**src/rtl/batchnorm_stats_collector_pkg.sv**
```systemverilog
// bn_pkg: shared FSM states, fixed-point constants and the variance saturation helper.
// State S_UPDATE exists only when BN_STATS_RUNNING_EN is defined.
package bn_pkg;
  localparam int BN_WIDTH = 16;
  localparam int BN_FRAC = 8;
  localparam int ONE_FP = 1 << BN_FRAC;
  localparam int VAR_MAX = (1 << (BN_WIDTH - 1)) - 1;
  typedef enum logic [2:0] {
    S_IDLE,
    S_ACCUM,
    S_MEAN,
    S_SQ,
    S_VAR,
`ifdef BN_STATS_RUNNING_EN
    S_UPDATE,
`endif
    S_DONE
  } state_t;
  function automatic logic [63:0] sat_nonneg(input logic signed [63:0] d, input int w = BN_WIDTH);
    logic signed [63:0] m;
    m = (64'sd1 <<< (w - 1)) - 64'sd1;
    return d < 0 ? '0 : d > m ? m : d;
  endfunction
endpackage

```
**src/rtl/batchnorm_stats_collector_if.sv**
```systemverilog
// batchnorm_stats_collector_if: sample stream in, held mean/variance words out.
interface batchnorm_stats_collector_if #(parameter int WIDTH = 16);
  logic start;
  logic valid_in;
  logic signed [WIDTH-1:0] x_in;
  logic ready_in;
  logic signed [WIDTH-1:0] mean_out;
  logic [WIDTH-1:0] var_out;
  logic stats_valid;
  logic busy;
  modport master(output start, valid_in, x_in, input ready_in, mean_out, var_out, stats_valid, busy);
  modport slave(input start, valid_in, x_in, output ready_in, mean_out, var_out, stats_valid, busy);
endinterface

```
**src/rtl/batchnorm_stats_collector_accum.sv**
```systemverilog
// bn_stats_accum: sum / sum-of-squares accumulators and batch sample counter.
module bn_stats_accum #(
  parameter int WIDTH = 16,
  parameter int LOG2_N = 8
) (
  input  logic                                clk,
  input  logic                                rst,
  input  logic                                clear_i,
  input  logic                                accept_i,
  input  logic signed [WIDTH-1:0]             x_i,
  output logic signed [WIDTH+LOG2_N-1:0]      sum_o,
  output logic [2*WIDTH+LOG2_N-1:0]           sumsq_o,
  output logic                                last_o
);
  localparam int SW = WIDTH + LOG2_N;
  localparam int QW = 2 * WIDTH + LOG2_N;
  logic signed [SW-1:0] sum_q, sum_d;
  logic [QW-1:0] sumsq_q, sumsq_d;
  logic [LOG2_N-1:0] cnt_q, cnt_d;
  logic signed [2*WIDTH-1:0] sq;
  always_comb begin
    sq = x_i * x_i;
    sum_d = clear_i ? '0 : accept_i ? sum_q + SW'(x_i) : sum_q;
    sumsq_d = clear_i ? '0 : accept_i ? sumsq_q + QW'($unsigned(sq)) : sumsq_q;
    cnt_d = clear_i ? '0 : accept_i ? cnt_q + 1'b1 : cnt_q;
  end
  always_ff @(posedge clk or negedge rst) begin
    if (!rst) begin
      sum_q <= '0;
      sumsq_q <= '0;
      cnt_q <= '0;
    end else begin
      sum_q <= sum_d;
      sumsq_q <= sumsq_d;
      cnt_q <= cnt_d;
    end
  end
  assign sum_o = sum_q;
  assign sumsq_o = sumsq_q;
  assign last_o = accept_i && (cnt_q == '1);
endmodule

```
**src/rtl/batchnorm_stats_collector.sv**
```systemverilog
// batchnorm_stats_collector: per-channel batch mean and biased variance for the normalizer.
// BN_STATS_RUNNING_EN adds an UPDATE state that blends each batch into running statistics.
module batchnorm_stats_collector
  import bn_pkg::*;
#(
  parameter int WIDTH = BN_WIDTH,
  parameter int FRAC = BN_FRAC,
  parameter int LOG2_N = 8,
  parameter int MOM_SHIFT = 3
) (
  input logic clk,
  input logic rst,
  batchnorm_stats_collector_if.slave bus
);
  localparam int SW = WIDTH + LOG2_N;
  localparam int QW = 2 * WIDTH + LOG2_N;
  localparam int PW = 2 * WIDTH + 2;
  localparam logic [QW-1:0] HALF_Q = QW'(1) << (FRAC - 1);
  localparam logic signed [PW-1:0] HALF_P = PW'(1) <<< (FRAC - 1);
  state_t state_q, state_d;
  logic signed [SW-1:0] sum;
  logic [QW-1:0] sumsq;
  logic last, accept;
  logic signed [WIDTH-1:0] mean_q, mean_d, mean_out_q, mean_out_d;
  logic signed [PW-1:0] ex2_q, ex2_d, msq_q, msq_d, diff;
  logic [WIDTH-1:0] var_new, var_out_q, var_out_d;
  logic stats_valid_q, stats_valid_d;
`ifdef BN_STATS_RUNNING_EN
  logic [WIDTH-1:0] var_q, var_d;
  logic first_q, first_d;
  logic signed [WIDTH:0] dmean, dvar, var_run;
  logic signed [WIDTH-1:0] mean_run;
`endif
  assign accept = bus.valid_in && state_q == S_ACCUM && !bus.start;
  bn_stats_accum #(.WIDTH(WIDTH), .LOG2_N(LOG2_N)) u_accum (
    .clk(clk),
    .rst(rst),
    .clear_i(bus.start),
    .accept_i(accept),
    .x_i(bus.x_in),
    .sum_o(sum),
    .sumsq_o(sumsq),
    .last_o(last)
  );
  assign diff = ex2_q - msq_q;
  assign var_new = WIDTH'(sat_nonneg(64'(diff), WIDTH));
`ifdef BN_STATS_RUNNING_EN
  // Momentum blend: r + ((new - r) >>> MOM_SHIFT), one guard bit keeps the difference exact
  assign dmean = {mean_q[WIDTH-1], mean_q} - {mean_out_q[WIDTH-1], mean_out_q};
  assign mean_run = mean_out_q + WIDTH'(dmean >>> MOM_SHIFT);
  assign dvar = {1'b0, var_q} - {1'b0, var_out_q};
  assign var_run = $signed({1'b0, var_out_q}) + (dvar >>> MOM_SHIFT);
`endif
  always_comb begin
    state_d = state_q;
    mean_d = mean_q;
    ex2_d = ex2_q;
    msq_d = msq_q;
    mean_out_d = mean_out_q;
    var_out_d = var_out_q;
    stats_valid_d = stats_valid_q;
`ifdef BN_STATS_RUNNING_EN
    var_d = var_q;
    first_d = first_q;
`endif
    case (state_q)
      S_ACCUM: state_d = last ? S_MEAN : S_ACCUM;
      S_MEAN: begin
        mean_d = WIDTH'(sum >>> LOG2_N);
        state_d = S_SQ;
      end
      S_SQ: begin
        ex2_d = PW'(((sumsq >> LOG2_N) + HALF_Q) >> FRAC);
        msq_d = (PW'(mean_q) * PW'(mean_q) + HALF_P) >>> FRAC;
        state_d = S_VAR;
      end
`ifdef BN_STATS_RUNNING_EN
      S_VAR: begin
        var_d = var_new;
        state_d = S_UPDATE;
      end
      S_UPDATE: begin
        mean_out_d = first_q ? mean_q : mean_run;
        var_out_d = first_q ? var_q : WIDTH'(sat_nonneg(64'(var_run), WIDTH));
        first_d = 1'b0;
        stats_valid_d = 1'b1;
        state_d = S_DONE;
      end
`else
      S_VAR: begin
        mean_out_d = mean_q;
        var_out_d = var_new;
        stats_valid_d = 1'b1;
        state_d = S_DONE;
      end
`endif
      S_IDLE, S_DONE: state_d = state_q;
      default: state_d = S_IDLE;
    endcase
    if (bus.start) begin
      state_d = S_ACCUM;
      stats_valid_d = 1'b0;
    end
  end
  always_ff @(posedge clk or negedge rst) begin
    if (!rst) begin
      state_q <= S_IDLE;
      mean_q <= '0;
      ex2_q <= '0;
      msq_q <= '0;
      mean_out_q <= '0;
      var_out_q <= '0;
      stats_valid_q <= 1'b0;
`ifdef BN_STATS_RUNNING_EN
      var_q <= '0;
      first_q <= 1'b1;
`endif
    end else begin
      state_q <= state_d;
      mean_q <= mean_d;
      ex2_q <= ex2_d;
      msq_q <= msq_d;
      mean_out_q <= mean_out_d;
      var_out_q <= var_out_d;
      stats_valid_q <= stats_valid_d;
`ifdef BN_STATS_RUNNING_EN
      var_q <= var_d;
      first_q <= first_d;
`endif
    end
  end
  assign bus.ready_in = state_q == S_ACCUM;
  assign bus.busy = !(state_q == S_IDLE || state_q == S_DONE);
  assign bus.mean_out = mean_out_q;
  assign bus.var_out = var_out_q;
  assign bus.stats_valid = stats_valid_q;
endmodule

```
**src/flat_wrapper.sv**
```systemverilog
// flat-port wrapper written by rule: the top's interface ports become plain ports
module batchnorm_stats_collector_flat import bn_pkg::*;
#(
  parameter int WIDTH = BN_WIDTH,
  parameter int FRAC = BN_FRAC,
  parameter int LOG2_N = 8,
  parameter int MOM_SHIFT = 3
)
  (clk, rst, bus_start, bus_valid_in, bus_x_in, bus_ready_in, bus_mean_out, bus_var_out, bus_stats_valid, bus_busy);
  batchnorm_stats_collector_if #(.WIDTH(WIDTH)) bus_i ();
  input logic clk;
  input logic rst;
  input wire logic [$bits(bus_i.start)-1:0] bus_start;
  input wire logic [$bits(bus_i.valid_in)-1:0] bus_valid_in;
  input wire logic [$bits(bus_i.x_in)-1:0] bus_x_in;
  output wire logic [$bits(bus_i.ready_in)-1:0] bus_ready_in;
  output wire logic [$bits(bus_i.mean_out)-1:0] bus_mean_out;
  output wire logic [$bits(bus_i.var_out)-1:0] bus_var_out;
  output wire logic [$bits(bus_i.stats_valid)-1:0] bus_stats_valid;
  output wire logic [$bits(bus_i.busy)-1:0] bus_busy;
  assign bus_i.start = bus_start;
  assign bus_i.valid_in = bus_valid_in;
  assign bus_i.x_in = bus_x_in;
  assign bus_ready_in = bus_i.ready_in;
  assign bus_mean_out = bus_i.mean_out;
  assign bus_var_out = bus_i.var_out;
  assign bus_stats_valid = bus_i.stats_valid;
  assign bus_busy = bus_i.busy;
  batchnorm_stats_collector #(.WIDTH(WIDTH), .FRAC(FRAC), .LOG2_N(LOG2_N), .MOM_SHIFT(MOM_SHIFT)) u_core (.clk(clk), .rst(rst), .bus(bus_i));
endmodule
```
**config.mk**
```make
export PLATFORM = sky130hd
export DESIGN_NAME = batchnorm_stats_collector_flat
export DESIGN_NICKNAME = d
export VERILOG_FILES = /design/src/rtl/batchnorm_stats_collector_pkg.sv /design/src/rtl/batchnorm_stats_collector_if.sv /design/src/rtl/batchnorm_stats_collector_accum.sv /design/src/rtl/batchnorm_stats_collector.sv /design/src/flat_wrapper.sv
export SDC_FILE = /design/constraint.sdc
export NUM_CORES = 2
export LEC_CHECK = 0
export CORE_MARGIN = 4
export CORE_UTILIZATION = 55
export DETAILED_ROUTE_END_ITERATION = 8
export GPL_TIMING_DRIVEN = 0
export PLACE_DENSITY_LB_ADDON = 0.3
export SKIP_LAST_GASP = 1
export SYNTH_ARGS = -nofsm -noshare
export SYNTH_HDL_FRONTEND = slang
export SYNTH_SLANG_ARGS = --single-unit
```
**constraint.sdc**
```tcl
create_clock -name clk -period 7 [get_ports clk]
set_clock_uncertainty 0.2 [all_clocks]
set_input_delay 1.75 -clock clk [delete_from_list [all_inputs] [get_ports clk]]
set_output_delay 1.75 -clock clk [all_outputs]
set_load 0.03 [all_outputs]
```
**Yosys cells after proc, flatten, opt, wreduce, memory -nomap -nowiden**

Index checks and enable logic that the tools add are counted.

- Add/subtract/negate cells: 6
- Multiply operators: 2
- $lt $le $gt $ge: 2
- Equal/unequal tests: 7
- Mux-type cells: 13
- Reduce and logical (&&, ||, !) cells: 10

Operator list:

| kind | count |
|---|---|
| 2-to-1 mux 40 bit | 2 |
| multiplier 16 x 16 -> 32 bit | 2 |
| 2-to-1 mux 24 bit | 2 |
| adder 40 x 32 -> 40 bit | 1 |
| greater-than comparator 34 x 16 -> 1 bit (second input constant) | 1 |
| less-than comparator 34 x 1 -> 1 bit (second input constant) | 1 |
| subtractor 33 x 26 -> 34 bit | 1 |
| adder 32 x 8 -> 33 bit (second input constant) | 1 |
| adder 32 x 9 -> 33 bit (second input constant) | 1 |
| 2-to-1 mux 16 bit | 2 |
| adder 24 bit | 1 |
| 2-to-1 mux 8 bit | 2 |
| one-hot mux 3 bit (5 select lines) | 1 |
| adder 8 x 1 -> 8 bit (second input constant) | 1 |
| equality test 8 bit (second input constant) | 1 |
| equality test 3 x 2 -> 1 bit (second input constant) | 2 |
| equality test 3 bit (second input constant) | 2 |
| nonzero test 2 bit | 2 |
| equality test 3 x 1 -> 1 bit (second input constant) | 1 |
| logical AND 1 bit | 3 |
| logical NOT 3 bit | 1 |
| 2-to-1 mux 3 bit | 1 |
| logical NOT 1 bit | 2 |
| 2-to-1 mux 1 bit | 2 |
| other kinds (4) | 4 |

- Register bits: 182
- Input port bits: 20
- Output and inout port bits: 35
- Logic and storage cells: 50

**Longest topological paths before layout**

- Depth in word-level cells: 7
- Depth in mapped cells: 34
- Mapped depth without buffers: 33

**By module**

From an unflattened synthesis, not the netlist that was laid out.

- Cells, all modules: 3206
- Area, all modules: 29149.2 um^2

By module, submodules not included:

| module | instances | cells an instance | area an instance (um^2) | sequential area each (um^2) |
|---|---|---|---|---|
| batchnorm_stats_collector | 1 | 1600 | 14585.2 | 2552.4 |
| bn_stats_accum | 1 | 1606 | 14564.0 | 1801.7 |

**Worst setup path after synthesis**

No wires, ideal clock.

- Path kind: input to register
- From: input bus_x_in[4]
- To: register u_core.u_accum.sumsq_q[38] (netlist: u_core.u_accum.sumsq_o[38])
- Setup time: 136 ps
- Arrival time: 9263 ps
- Required time: 6664 ps
- Slack: -2599 ps
- Stages on the path: 31
- Buffers on the path: 2
- Cells stage by stage: clkbuf_1 clkbuf_1 nand2_1 fa_1 fa_1 fa_1 inv_1 fa_1 fa_1 inv_1 fa_1 inv_1 ha_1 nand3_1 nor2_1 and3_1 o211ai_1 a211oi_1 o31a_1 nor2_1 xnor2_1 ha_1 and2_1 or2_2 a21o_1 a21oi_1 o221ai_1 o41a_1 a221oi_1 mux2i_1 o21ai_0

- Word-level cells in the longest chain between the ends: 4

Ends and longest elaborated chain:

| item | line | RTL |
|---|---|---|
| start: declaration | flat_wrapper.sv:15 | `input wire logic [$bits(bus_i.x_in)-1:0] bus_x_in;` |
| multiplier 16 x 16 -> 32 bit | batchnorm_stats_collector_accum.sv:22 | `sq = x_i * x_i;` |
| adder 40 x 32 -> 40 bit | batchnorm_stats_collector_accum.sv:24 | `sumsq_d = clear_i ? '0 : accept_i ? sumsq_q + QW'($unsigned(sq)) : sumsq_q;` |
| 2-to-1 mux 40 bit (2 in a row) | batchnorm_stats_collector_accum.sv:24 |  |
| end signal: assignment | batchnorm_stats_collector_accum.sv:34 | `sumsq_q <= sumsq_d;` |
| end: declaration | batchnorm_stats_collector_accum.sv:18 | `logic [QW-1:0] sumsq_q, sumsq_d;` |

No other way between the ends. The select of a mux whose other input is x is not followed.
A chain may end at the register's enable or synchronous reset.

**Worst setup path in the final report**

- From: input bus_x_in[10]
- To: register u_core.u_accum.sumsq_q[38] (netlist: u_core.u_accum.sumsq_o[38])

The elaborated chain is that of the path after synthesis.

==> results_dict.tcl <==
set metrics [dict create \
    outcome "finished with violations" \
    violations "negative setup slack" \
    fin_crit_sh 1.31 \
    initial_core_util 0.555 \
    min_period_ps 9150 \
    cap_violations 0 \
    max_slew_margin 0.0759 \
    crit_path_end_kind "flop" \
    ys_types 73 \
    synth_warnings 0 \
    viasPerCell 5.71 \
    rows 84 \
    finalWorstSetupSlack_ps -2150 \
    grt_max_degree 95 \
    ctsLongestPathBuffers 2 \
    setup_viol 30 \
    maxSlewViolCount 0 \
    worst_pin_slew_ps 1380 \
    worstHoldStart "u_core.msq_q[6]" \
    reg2reg_from "u_core.mean_q[11]" \
    clkSinkCount 174 \
    max_freq_mhz 109 \
    syn_area_per_cell_um2 9.02 \
    synth_edf_count 0 \
    cts_tree "built" \
    antenna_found_initial 2 \
    place.gp.congestion 0.934 \
    hold_ws_ps 284 \
    worstPathArrival_ps 9270 \
    drive_gt1_frac 0.146 \
    diodes 0 \
    reg2reg_slack_ps 170 \
    dp.cells 3967 \
    grt_pass1_wl_um 126000 \
    grt_pass1_vias 24300 \
    critPathMaxFanout 5 \
    cp_data_required_time_ps 7120 \
    dp_hpwl_um 61500 \
    area_growth_syn_to_layout_pct 16.5 \
    portBuffers 54 \
    placed_area_um2 31000 \
    cpMaxStageDelayCell "fa_1" \
    critical_path_class "in -> reg" \
    netlist_instances 3224 \
    routed_wl_um 79100 \
    synth_ff_type "dfrtp_1" \
    fin_util 0.646 \
    cpMostUsedCell "fa_1" \
    clk_pin_slew_worst_paths_ps 80 \
    cts_buffers 17 \
    finalNonFillerCells 4111 \
    drc 0 \
    crit_buf_inv 7 \
    dr_total_vias 23500 \
    syn_nets 3980 \
    dr.pass1.iters 6 \
    worstHoldEndpoint "u_core.msq_q[6]" \
    rsz0062_at_grt "true" \
    ant_nets 0 \
    start_kind "input pin" \
    r2r_cells 23 \
    fp.dieH_um 238 \
    yosysSeqAreaShare 0.150 \
    hold_path_class "reg -> reg" \
    cp_top_family "adder cells" \
    die_x_um 238 \
    ioPinCount 55 \
    overflow 0 \
    dieArea_um2 56600 \
    htree_levels 4 \
    core_um2 52400 \
    final_nets 4167 \
    syn_area_um2 29100 \
    track_usage 0.279 \
    final_area_um2 33900 \
    ys_seq_elements 174 \
    cts_root_buffer "clkbuf_16" \
    hold_buffers 0 \
    clk_latency_ps 460 \
    async_reset_ff_frac 1.00 \
    final_cell_mix "670 x inv_1, 469 x fa_1, 306 x nand2_1" \
    layout_commonest_cell "inv_1" \
    routedWlPerCell_um 19.2 \
    max_stage_delay_ps 550 \
    hold_path_depth 2 \
    hold_viol_final 0 \
    r2r_end "u_core.msq_q[23]" \
    drtIter0Drc 2070 \
]
layer usage:
metal	global-route usage	up-vias	routed length (um)	part of all wire
met1	0.384	11900	33200	0.42
met4	0.0756	2	2260	0.029
met3	0.0459	157	5410	0.068
met5	0	-	19	0.00024
li1	-	10600	-	-
met2	0.464	888	38200	0.48
metrics by stage:
stage / setup WS (ps) / TNS [ps]
final: -2150 / -45450
after global routing: -2320 / -51300
after CTS: -2030 / -41600
after detailed placement: -4000 / -106300
after global placement: -3770 / -685960
after floorplan: -1880 / -35610
kinds of logic (layout without fill, tap and decap cells):
family | count (synthesis) | after routing | synth area share
simple gates | 808 | 808 | 0.134
xor+xnor | 157 | 157 | 0.0473
flops | 174 | 174 | 0.150
mux | 34 | 34 | 0.0131
buf+inv | 804 | 1003 | 0.104
fa+ha+maj | 736 | 736 | 0.441
compound gates | 511 | 511 | 0.110
worst min-delay path, cell delays in order, from the launching register on:
cell and delay (ps):
dfrtp_1 340, nand2_1 40, o21ai_0 60
cells in the mapped netlist, types with 7 or more instances:
cell type  number  area (um^2)
o31ai_1         8         60.1
mux2_2         32          360
dfrtp_1       174         4350
a21oi_1       146          731
inv_1         696         2610
nor4_1         11         68.8
a21o_1         56          420
nand3_1        50          250
and2_1        107          669
o211ai_1       18          135
nand2b_1       27          169
nor3b_1        15          113
xnor2_1        98          858
nor3_1         23          115
nand2_1       329         1230
a221oi_1        9         78.8
nand4_1        19          119
o21a_1         20          150
clkbuf_1       97          364
a211oi_1       28          210
a31oi_1        32          200
nor2b_1        25          156
fa_1          484         9690
o21bai_1        8         60.1
or3_1          20          125
nor2_1        128          480
and3_1         23          144
xor2_1         59          517
ha_1          252         3150
or2_2           7         43.8
o21ai_0       129          646
cell type report:
cell class	count	area, um^2
flip-flops and latches	174	4370
well taps	688	861
clock inverters	13	143
clock buffers	18	439
repair buffers	173	1580
fillers	4084	18500
inverters	697	2640
multi-input cells	2246	23100
plain buffers	102	817
worst max-delay path by stage:
stage               slack [ps]                         end  cells past startpoint    startpoint
floorplan                -1880  u_core.u_accum.sumsq_o[38]                     30   bus_x_in[5]
global placement         -3770  u_core.u_accum.sumsq_o[39]                     31   bus_x_in[6]
detailed placement       -4000  u_core.u_accum.sumsq_o[39]                     31   bus_x_in[6]
CTS                      -2030  u_core.u_accum.sumsq_o[38]                     33   bus_x_in[4]
global route             -2320  u_core.u_accum.sumsq_o[38]                     33  bus_x_in[10]
finish                   -2150  u_core.u_accum.sumsq_o[38]                     31  bus_x_in[10]
sequential cells by signal, indices dropped and copies added (netlist names):
| name | cells |
|---|---|
| u_core.u_accum.sumsq_o | 40 |
| u_core.ex2_q | 25 |
| u_core.msq_q | 25 |
| u_core.u_accum.sum_o | 24 |
| u_core.bus.mean_out | 16 |
| u_core.bus.var_out | 16 |
| u_core.mean_q | 16 |
| u_core.u_accum.cnt_q | 8 |
| u_core.state_q | 3 |
| u_core.bus.stats_valid | 1 |
repair_timing:
item                       CTS  global route
buffers inserted            77            41
setup endpoints to repair   46            40
pin swaps                  101            78
gates resized for setup    299           140
Power is left out: the tool's default activity adds up to more than one toggle a clock period on the data nets, which glitch-free logic cannot reach.
